### config.mk
export PLATFORM = sky130hd
export DESIGN_NAME = icache_direct
export DESIGN_NICKNAME = d
export VERILOG_FILES = /design/src/rtl/icache_pkg.sv /design/src/rtl/icache_refill_fsm.sv /design/src/rtl/icache_direct.sv
export SDC_FILE = /design/constraint.sdc
export NUM_CORES = 2
export LEC_CHECK = 0
export ABC_AREA = 1
export BUFFER_PORTS_ARGS = -buffer_cell sky130_fd_sc_hd__buf_2
export CAP_MARGIN = 20
export CORE_MARGIN = 8
export CORE_UTILIZATION = 40
export DETAILED_ROUTE_END_ITERATION = 7
export SETUP_SLACK_MARGIN = 0.3
export SYNTH_ARGS = -nofsm -noshare
export SYNTH_HDL_FRONTEND = slang
export SYNTH_HIERARCHICAL = 1
export SYNTH_SLANG_ARGS = --single-unit
export TNS_END_PERCENT = 5
### constraint.sdc
create_clock -name clk_i -period 5.8 [get_ports clk_i]
set_input_delay 1.45 -clock clk_i [delete_from_list [all_inputs] [get_ports clk_i]]
set_output_delay 1.45 -clock clk_i [all_outputs]
set_load 0.05 [all_outputs]
### src/rtl/icache_pkg.sv
// Shared types and address helpers for the direct-mapped instruction cache.
package icache_pkg;

    localparam int unsigned XLEN = 32;

    // Refill controller states
    typedef enum logic [0:0] {
        IDLE   = 1'b0,
        REFILL = 1'b1
    } state_e;

    // Word read request presented to instruction memory
    typedef struct packed {
        logic            req;
        logic [XLEN-1:0] addr;
    } mem_req_t;

    // Word-offset width within a line
    function automatic int unsigned f_ow_bits(input int unsigned line_words);
        return $clog2(line_words);
    endfunction

    // Line-index width
    function automatic int unsigned f_idx_bits(input int unsigned num_lines);
        return $clog2(num_lines);
    endfunction

    // Tag width: what is left of the word address above offset and index
    function automatic int unsigned f_tag_bits(input int unsigned ow, input int unsigned iw);
        return XLEN - 2 - ow - iw;
    endfunction

    // Word offset within the line, right-aligned
    function automatic logic [XLEN-1:0] f_offset(input logic [XLEN-1:0] addr, input int unsigned ow);
        return (addr >> 2) & ((XLEN'(1) << ow) - XLEN'(1));
    endfunction

    // Line index, right-aligned
    function automatic logic [XLEN-1:0] f_index(input logic [XLEN-1:0] addr, input int unsigned ow,
                                                input int unsigned iw);
        return (addr >> (2 + ow)) & ((XLEN'(1) << iw) - XLEN'(1));
    endfunction

    // Tag, right-aligned
    function automatic logic [XLEN-1:0] f_tag(input logic [XLEN-1:0] addr, input int unsigned ow,
                                              input int unsigned iw);
        return addr >> (2 + ow + iw);
    endfunction

    // Byte address of word 0 of the line holding addr
    function automatic logic [XLEN-1:0] f_line_base(input logic [XLEN-1:0] addr, input int unsigned ow);
        return addr & ~((XLEN'(1) << (ow + 2)) - XLEN'(1));
    endfunction

endpackage

### src/rtl/icache_refill_fsm.sv
// Line refill controller: owns the IDLE/REFILL state, word counter, latched
// line base, deferred-invalidate flag and the word-at-a-time memory handshake.
module icache_refill_fsm
    import icache_pkg::*;
#(
    parameter int unsigned LINE_WORDS = 4,
    parameter int unsigned OW         = f_ow_bits(LINE_WORDS)
) (
    input  logic            clk_i,
    input  logic            rst_n_i,
    input  logic            i_start,
    input  logic [XLEN-1:0] i_line_base,
    input  logic            i_inv,
    input  logic            i_mem_ack,
    output state_e          o_state,
    output logic [OW-1:0]   o_cnt,
    output logic [XLEN-1:0] o_line_base,
    output logic            o_inv_pend,
    output mem_req_t        o_mem_c,
    output logic            o_wr_en_c,
    output logic            o_last_c
);

    localparam logic [OW-1:0] CNT_LAST = OW'(LINE_WORDS - 1);

    state_e          r_state;
    state_e          w_state_nxt;
    logic [OW-1:0]   r_cnt;
    logic [OW-1:0]   w_cnt_nxt;
    logic [XLEN-1:0] r_line_base;
    logic [XLEN-1:0] w_base_nxt;
    logic            r_inv_pend;
    logic            w_pend_nxt;

    // State and refill-context registers; reset abandons any refill at once
    always_ff @(posedge clk_i or negedge rst_n_i) begin
        if (!rst_n_i) begin
            r_state     <= IDLE;
            r_cnt       <= '0;
            r_line_base <= '0;
            r_inv_pend  <= 1'b0;
        end else begin
            r_state     <= w_state_nxt;
            r_cnt       <= w_cnt_nxt;
            r_line_base <= w_base_nxt;
            r_inv_pend  <= w_pend_nxt;
        end
    end

    // Next-state and handshake decode; words are fetched strictly in order from offset 0
    always_comb begin
        w_state_nxt = r_state;
        w_cnt_nxt   = r_cnt;
        w_base_nxt  = r_line_base;
        w_pend_nxt  = r_inv_pend;
        o_mem_c     = '0;
        o_wr_en_c   = 1'b0;
        o_last_c    = 1'b0;
        case (r_state)
            IDLE: begin
                w_pend_nxt = 1'b0;
                if (i_start) begin
                    w_state_nxt = REFILL;
                    w_cnt_nxt   = '0;
                    w_base_nxt  = i_line_base;
                end
            end
            REFILL: begin
                o_mem_c.req  = 1'b1;
                o_mem_c.addr = r_line_base + (XLEN'(r_cnt) << 2);
                if (i_inv) begin
                    w_pend_nxt = 1'b1;
                end
                if (i_mem_ack) begin
                    o_wr_en_c = 1'b1;
                    w_cnt_nxt = r_cnt + OW'(1);
                    if (r_cnt == CNT_LAST) begin
                        o_last_c    = 1'b1;
                        w_state_nxt = IDLE;
                        w_pend_nxt  = 1'b0;
                    end
                end
            end
            default: begin
                w_state_nxt = IDLE;
            end
        endcase
    end

    assign o_state     = r_state;
    assign o_cnt       = r_cnt;
    assign o_line_base = r_line_base;
    assign o_inv_pend  = r_inv_pend;

endmodule

### src/rtl/icache_direct.sv
// Direct-mapped read-only instruction cache: same-cycle hits, whole-line
// refill on a miss with stall_o held until the line is back.
// Optional hit/miss statistics counters are built when ICACHE_STATS_EN is defined.
module icache_direct
    import icache_pkg::*;
#(
    parameter int unsigned LINE_WORDS = 4,
    parameter int unsigned NUM_LINES  = 16
) (
    input  logic            clk_i,
    input  logic            rst_n_i,
    input  logic            req_i,
    input  logic [XLEN-1:0] pc_i,
    input  logic            inv_i,
    output logic [XLEN-1:0] instr_o,
    output logic            stall_o,
    output logic            mem_req_o,
    output logic [XLEN-1:0] mem_addr_o,
    input  logic [XLEN-1:0] mem_rdata_i,
    input  logic            mem_ack_i,
    output logic [XLEN-1:0] hit_cnt_o,
    output logic [XLEN-1:0] miss_cnt_o
);

    localparam int unsigned OW = f_ow_bits(LINE_WORDS);
    localparam int unsigned IW = f_idx_bits(NUM_LINES);
    localparam int unsigned TW = f_tag_bits(OW, IW);

    // Line storage: valid bits are reset, tags and data are not
    logic [NUM_LINES-1:0] r_valid;
    logic [TW-1:0]        r_tag  [NUM_LINES];
    logic [XLEN-1:0]      r_data [NUM_LINES][LINE_WORDS];

    logic [OW-1:0]   w_off;
    logic [IW-1:0]   w_idx;
    logic [TW-1:0]   w_tag;
    logic [XLEN-1:0] w_line_base;
    logic            w_lookup_hit;
    logic            w_idle;
    logic            w_hit;
    logic            w_start;

    state_e          w_state;
    logic [OW-1:0]   w_cnt;
    logic [XLEN-1:0] w_fill_base;
    logic [IW-1:0]   w_fill_idx;
    logic [TW-1:0]   w_fill_tag;
    logic            w_inv_pend;
    mem_req_t        w_mem;
    logic            w_wr_en;
    logic            w_last;

    // Lookup address split
    assign w_off       = OW'(f_offset(pc_i, OW));
    assign w_idx       = IW'(f_index(pc_i, OW, IW));
    assign w_tag       = TW'(f_tag(pc_i, OW, IW));
    assign w_line_base = f_line_base(pc_i, OW);

    // Refill target fields come from the latched line base, not the live PC
    assign w_fill_idx  = IW'(f_index(w_fill_base, OW, IW));
    assign w_fill_tag  = TW'(f_tag(w_fill_base, OW, IW));

    // Hit detection; lookups only count while no refill is in flight
    assign w_lookup_hit = r_valid[w_idx] && (r_tag[w_idx] == w_tag);
    assign w_idle       = (w_state == IDLE);
    assign w_hit        = req_i && w_idle && w_lookup_hit;
    assign w_start      = req_i && w_idle && !w_lookup_hit;

    assign stall_o    = req_i && (!w_idle || !w_lookup_hit);
    assign instr_o    = w_hit ? r_data[w_idx][w_off] : '0;
    assign mem_req_o  = w_mem.req;
    assign mem_addr_o = w_mem.addr;

    icache_refill_fsm #(
        .LINE_WORDS (LINE_WORDS),
        .OW         (OW)
    ) u_refill (
        .clk_i       (clk_i),
        .rst_n_i     (rst_n_i),
        .i_start     (w_start),
        .i_line_base (w_line_base),
        .i_inv       (inv_i),
        .i_mem_ack   (mem_ack_i),
        .o_state     (w_state),
        .o_cnt       (w_cnt),
        .o_line_base (w_fill_base),
        .o_inv_pend  (w_inv_pend),
        .o_mem_c     (w_mem),
        .o_wr_en_c   (w_wr_en),
        .o_last_c    (w_last)
    );

    // Valid bits: invalidate clears all; a finished refill validates its line
    // unless an invalidate arrived at any point during that refill
    always_ff @(posedge clk_i or negedge rst_n_i) begin
        if (!rst_n_i) begin
            r_valid <= '0;
        end else begin
            if (inv_i) begin
                r_valid <= '0;
            end
            if (w_last && !inv_i && !w_inv_pend) begin
                r_valid[w_fill_idx] <= 1'b1;
            end
        end
    end

    // Refill data and tag capture
    always_ff @(posedge clk_i) begin
        if (w_wr_en) begin
            r_data[w_fill_idx][w_cnt] <= mem_rdata_i;
        end
        if (w_last) begin
            r_tag[w_fill_idx] <= w_fill_tag;
        end
    end

`ifdef ICACHE_STATS_EN
    logic [XLEN-1:0] r_hit_cnt;
    logic [XLEN-1:0] r_miss_cnt;

    // Saturating hit/miss statistics
    always_ff @(posedge clk_i or negedge rst_n_i) begin
        if (!rst_n_i) begin
            r_hit_cnt  <= '0;
            r_miss_cnt <= '0;
        end else begin
            if (w_hit && (r_hit_cnt != '1)) begin
                r_hit_cnt <= r_hit_cnt + XLEN'(1);
            end
            if (w_start && (r_miss_cnt != '1)) begin
                r_miss_cnt <= r_miss_cnt + XLEN'(1);
            end
        end
    end

    assign hit_cnt_o  = r_hit_cnt;
    assign miss_cnt_o = r_miss_cnt;
`else
    assign hit_cnt_o  = '0;
    assign miss_cnt_o = '0;
`endif

endmodule

### After elaboration in Yosys (flattened, before gate mapping)

Memory sizes are Yosys's and may differ from the RTL's.
Index checks and enable logic that the tools add are counted.

* register bits after elaboration: 48
* bits in writable memories: 2432
* bits of input ports: 69
* output and inout bits: 130
* logic and storage cells: 71
* memories kept: 2

Memories
* r_data: depth 16, width 128, rd ports 1, clocked after Yosys merged registers in 0, wr ports 1, RTL line icache_direct.sv:32 `logic [XLEN-1:0] r_data [NUM_LINES][LINE_WORDS];`
* r_tag: depth 16, width 24, rd ports 1, clocked after Yosys merged registers in 0, wr ports 1, RTL line icache_direct.sv:31 `logic [TW-1:0] r_tag [NUM_LINES];`

* add/subtract/negate cells: 2
* $lt $le $gt $ge: 6
* equal/unequal tests: 4
* multiplexer cells: 33
* bitwise logic cells: 4
* reduce and logical (&&, ||, !) cells: 15

Operators by type and width (count)
* $mux W128: 1
* $mux W32: 4
* $bmux W32 S2: 1
* $demux W32 S2: 1
* $mux W33: 1
* $add A32 B4 Y32: 1
* $mux W16: 2
* $eq A24 B24 Y1: 1
* $mux W1: 16
* $or A16 B16 Y16: 1
* $lt A4 B5 Y1 const B: 2
* $logic_and A1 B1 Y1: 9
* $ge A3 B3 Y1 const B: 2
* $not A2 Y3: 2
* $bmux W1 S4: 1
* $demux W1 S4: 1
* $ge A4 B1 Y1 const B: 1
* $mux W2: 2
* $pmux W1 S2: 2
* $pmux W2 S2: 1
* $reduce_and A2 Y1: 2
* $logic_not A1 Y1: 3
* $lt A3 B1 Y1 const B: 1
* $add A2 B1 Y2 const B: 1
* other kinds (5): 5

### Depth between registers and ports, before layout

* depth after elaboration: 7
* mapped depth: 21
* mapped depth without buffers: 18

### By module

The synthesis kept the hierarchy.

Modules (own cells, without submodules)
* icache_direct: times used 1, cells an instance 7953, area an instance 98989.9 um^2, sequential area each 73430.4 um^2
* icache_refill_fsm: times used 1, cells an instance 347, area an instance 2464.9 um^2, sequential area each 900.9 um^2

### Worst setup path after synthesis

OpenSTA, ideal clock, no wires.

* path type: in2out
* start point: input pc_i[6]
* end point: output instr_o[0]
* data arrival time: 3.565 ns
* data required time: 4.350 ns
* setup slack: 0.785 ns
* cell stages on the path: 11
* buffers on the path: 5
* path through: buf_2 -> buf_2 -> buf_2 -> buf_2 -> buf_1 -> nand3_1 -> nand3_1 -> o21ai_0 -> o211ai_1 -> nand2_1 -> nor2_1

* longest elaborated chain between the ends: 5
* elaborated cells between the ends (all ways): 11
* classes of those cells: 1 x eq/ne; 6 x mux; 2 x reduce/logical; 2 x memory

RTL lines
* from (decl): RTL line icache_direct.sv:13 `input logic [XLEN-1:0] pc_i,`
* $mem_v2 Z16 W24, or another cell as far along
* $eq A24 B24 Y1, or another cell as far along: RTL line icache_direct.sv:64 `assign w_lookup_hit = r_valid[w_idx] && (r_tag[w_idx] == w_tag);`
* $logic_and A1 B1 Y1 or $mux W32 (tied branches): RTL line icache_direct.sv:64, icache_direct.sv:70
* $logic_and A1 B1 Y1 or $mux W32 (tied branches): RTL line icache_direct.sv:66, icache_direct.sv:70
* $mux W32 (*): RTL line icache_direct.sv:70 `assign instr_o = w_hit ? r_data[w_idx][w_off] : '0;`
* to (decl): RTL line icache_direct.sv:15 `output logic [XLEN-1:0] instr_o,`

Mark *: on every way between the ends. The rest lies on a longest branch, timed or not. The select of a mux whose other input is x is not followed.

### Worst setup path after layout

* start point: input pc_i[5]
* end point: output instr_o[14]

The elaborated chain is that of the path after synthesis.

==> impl_metrics.ini <==
[floorplanning]
num_io_pins = 199
die_y_um = 519.6
fp.coreArea_um2 = 253200
die_x_um = 519.6
start_util_pct = 40.06
die-area_um2 = 270000
rows = 185

[global_route]
grt_overflow = 0
grt_pass1_vias = 66130
grt_antenna_before_repair = 12
track_usage_pct = 22.03
grt_pass1_wl_mm = 445.1
grt_max_degree = 85

[sta]
slew_violations = 0
clock.fmax_mhz = 181.9
setup_viol = 0
timing.hold.ws_ns = 0.5121
finalCriticalPeriod_ns = 5.496
setup_tns_ns = 0
hold_viol_final = 0
grt_setup_unrepaired = yes
layout_setup_ws_ns = 0.3039
skew_ns = 0.07904
post-route-period-util_pct = 94.76
relSlewSlack_pct = 23.40
tightest_slew_ns = 1.146

[power_and_ir_drop]
cell_internal_pwr_mw = 31.59
switching_share_pct = 26.13
p_per_area_nw_per_um2 = 356.9
p_leak_nw = 42.16
seqPwrFrac_pct = 49.7
pwr-share-clk_pct = 38.9
ir_drop_mv = 0.5602
p_switching_mw = 11.17
combPwrFrac_pct = 11.3

[placed_design]
dpl-instance-area_um2 = 109100
place_inst = 11690
dp_slack_ns = 0.09118
port_buffers = 132
dp_hpwl_mm = 173.1
gp_congestion = 0.8720

[worst_setup_path]
cp_max_fo = 22
startpoint_type = primary input
endpoint_kind = output pin
r2r_setup_slack_ns = 2.16
crit_type = in -> out
required_ns = 4.35
cp_data_arrival_time_ns = 4.05

[finish]
multiInputGateArea_um2 = 24510
stdcell_count = 12250
n_fill_cell = 22070
regArea_um2 = 74330
postLayoutCellArea_um2 = 119800
area_delta_synth_final_pct = 18.10
final_common_cell = edfxtp_1
layout_common_cells = edfxtp_1 (2432), nand2_1 (2033), nand3_1 (1119), o21ai_0 (457), nor2_1 (407)
drive_gt1_share_pct = 13.69
fin_nets = 8760

[clock_network]
cts_tree = done
cts_buffer_depth = 4
clk_latency_ns = 0.96
htree_levels = 5
clk_pin_slew_ns = 0.05
cts_num_sinks = 2484
ctsHoldBuffers = 0
cts_root_buffer = clkbuf_16
cts_made_buffers = 282

[drt]
wirelength_mm = 317.3
first_pass_iters = 6
postRouteAntennaNets = 0
drcViolationCount = 0
route.vias.total = 69540
first_iter_violations = 8611
wire_per_inst_um = 25.89
vias_per_cell = 5.675

[logic_synthesis]
synth_edf_count = 2432
ys_seq_area_share_pct = 73.27
synth_ff_type = edfxtp_1
syn_inst = 8300
yosys.cell_types.count = 42
ys_seq_elements = 2484
syn_area_um2 = 101500
yosys_warnings = 6
async_flop_share_pct = 2.093
syn_area_per_cell_um2 = 12.22

[outcome]
status = finished clean

[job]
cap_violations = 0

[hold_path]
hold_class = reg -> reg
-- final cells by class --
cell class / instances / share of cell area [%]
antenna: 3 / 0.006266
tap: 3366 / 3.515
multi-input combinational: 5057 / 20.46
clock buffer: 354 / 6.298
timing repair buffer: 648 / 6.160
clock inverter: 128 / 0.7957
sequential: 2484 / 62.04
timing repair inverter: 1 / 0.009399
inverter: 213 / 0.7153
-- final timing paths --
kind / startpoint / end / cells after the start
min in group asynchronous: rst_n_i / u_refill/o_line_base[12] / 2
worst max-delay path: pc_i[5] / instr_o[14] / 13
max in group asynchronous: rst_n_i / r_valid[15] / 2
worst max register to register: u_refill/o_state / r_tag[5][6] / 6
worst min-delay path: u_refill/o_line_base[0] / u_refill/o_line_base[0] / 1
worst min register to register: u_refill/o_line_base[0] / u_refill/o_line_base[0] / 1
-- metrics by stage --
stage                     power, mW  utilization (%)
final                         42.76            47.31
after global routing          43.98            47.31
after CTS                     42.72            46.61
after detailed placement      26.22            43.09
after global placement        26.10            43.08
after floorplan               23.93                -
-- power by group through the flow --
stage	registers (mW)	clock network [mW]	logic [mW]
after detailed placement	21.6	0	4.59
final	21.3	16.6	4.84
after CTS	21.3	16.8	4.65
after floorplan	21.3	0	2.61
after global routing	21.3	17.5	5.15
after global placement	21.6	0	4.51
-- synth_stat cells (all sizes together), types with 4 or more instances --
| master | n | area share (%) |
|---|---|---|
| a21oi | 366 | 1.8 |
| a221o | 16 | 0.16 |
| a221oi | 91 | 0.79 |
| a22o | 57 | 0.49 |
| a32o | 4 | 0.039 |
| buf | 391 | 2.2 |
| clkbuf | 222 | 0.82 |
| dfrtp | 52 | 1.3 |
| edfxtp | 2432 | 72 |
| inv | 211 | 0.78 |
| mux2 | 18 | 0.20 |
| nand2 | 2056 | 7.6 |
| nand3 | 1148 | 5.7 |
| nor2 | 537 | 2.1 |
| nor3 | 4 | 0.020 |
| o211ai | 100 | 0.74 |
| o21ai | 484 | 2.4 |
| o221ai | 59 | 0.51 |
| o22ai | 33 | 0.20 |
| or2 | 6 | 0.037 |
-- worst max-delay path, stage by stage --
cell and delay [ns]:
buf_8 0.14, buf_16 0.21, buf_16 0.20, buf_16 0.20, buf_16 0.20, a21oi_1 0.07, a22o_1 0.18, o21ai_0 0.18
o21ai_1 0.08, o211ai_1 0.50, nand2_1 0.22, nor2_4 0.15, buf_6 0.16
-- logic make-up after synthesis --
kind of cell / count (synthesis) / share of synthesized area, %
AOI/OAI and AO/OA: 1210 / 7.121
and+or+nand+nor: 3755 / 15.53
muxes: 18 / 0.1998
adders and majority gates: 4 / 0.05673
other: 1 / 0.003696
buffers and inverters: 826 / 3.806
xor gates and xnor gates: 2 / 0.01727
DFF: 2484 / 73.27
-- timing repair --
item	in CTS	in global routing
setup buffers	3	31
gates cloned	7	32
pin swaps	3	27
setup endpoints to repair	32	33
gates resized for setup	35	132
-- flip-flops by register name, indices dropped and copies added (netlist names) --
name / flops
r_data: 2048
r_tag: 384
u_refill/o_line_base: 32
r_valid: 16
u_refill/o_cnt: 2
u_refill/o_inv_pend: 1
u_refill/o_state: 1
-- routing by layer --
| metal | global-route usage [%] | vias to the layer above | share of wire (%) |
|---|---|---|---|
| met5 | 0 | - | 0 |
| met1 | 29.68 | 34560 | 40 |
| met2 | 35.29 | 3747 | 46 |
| met3 | 4.236 | 641 | 9.8 |
| li1 | - | 30590 | - |
| met4 | 8.934 | 0 | 4.3 |
Note: power is estimated with default switching activity, not from simulation.
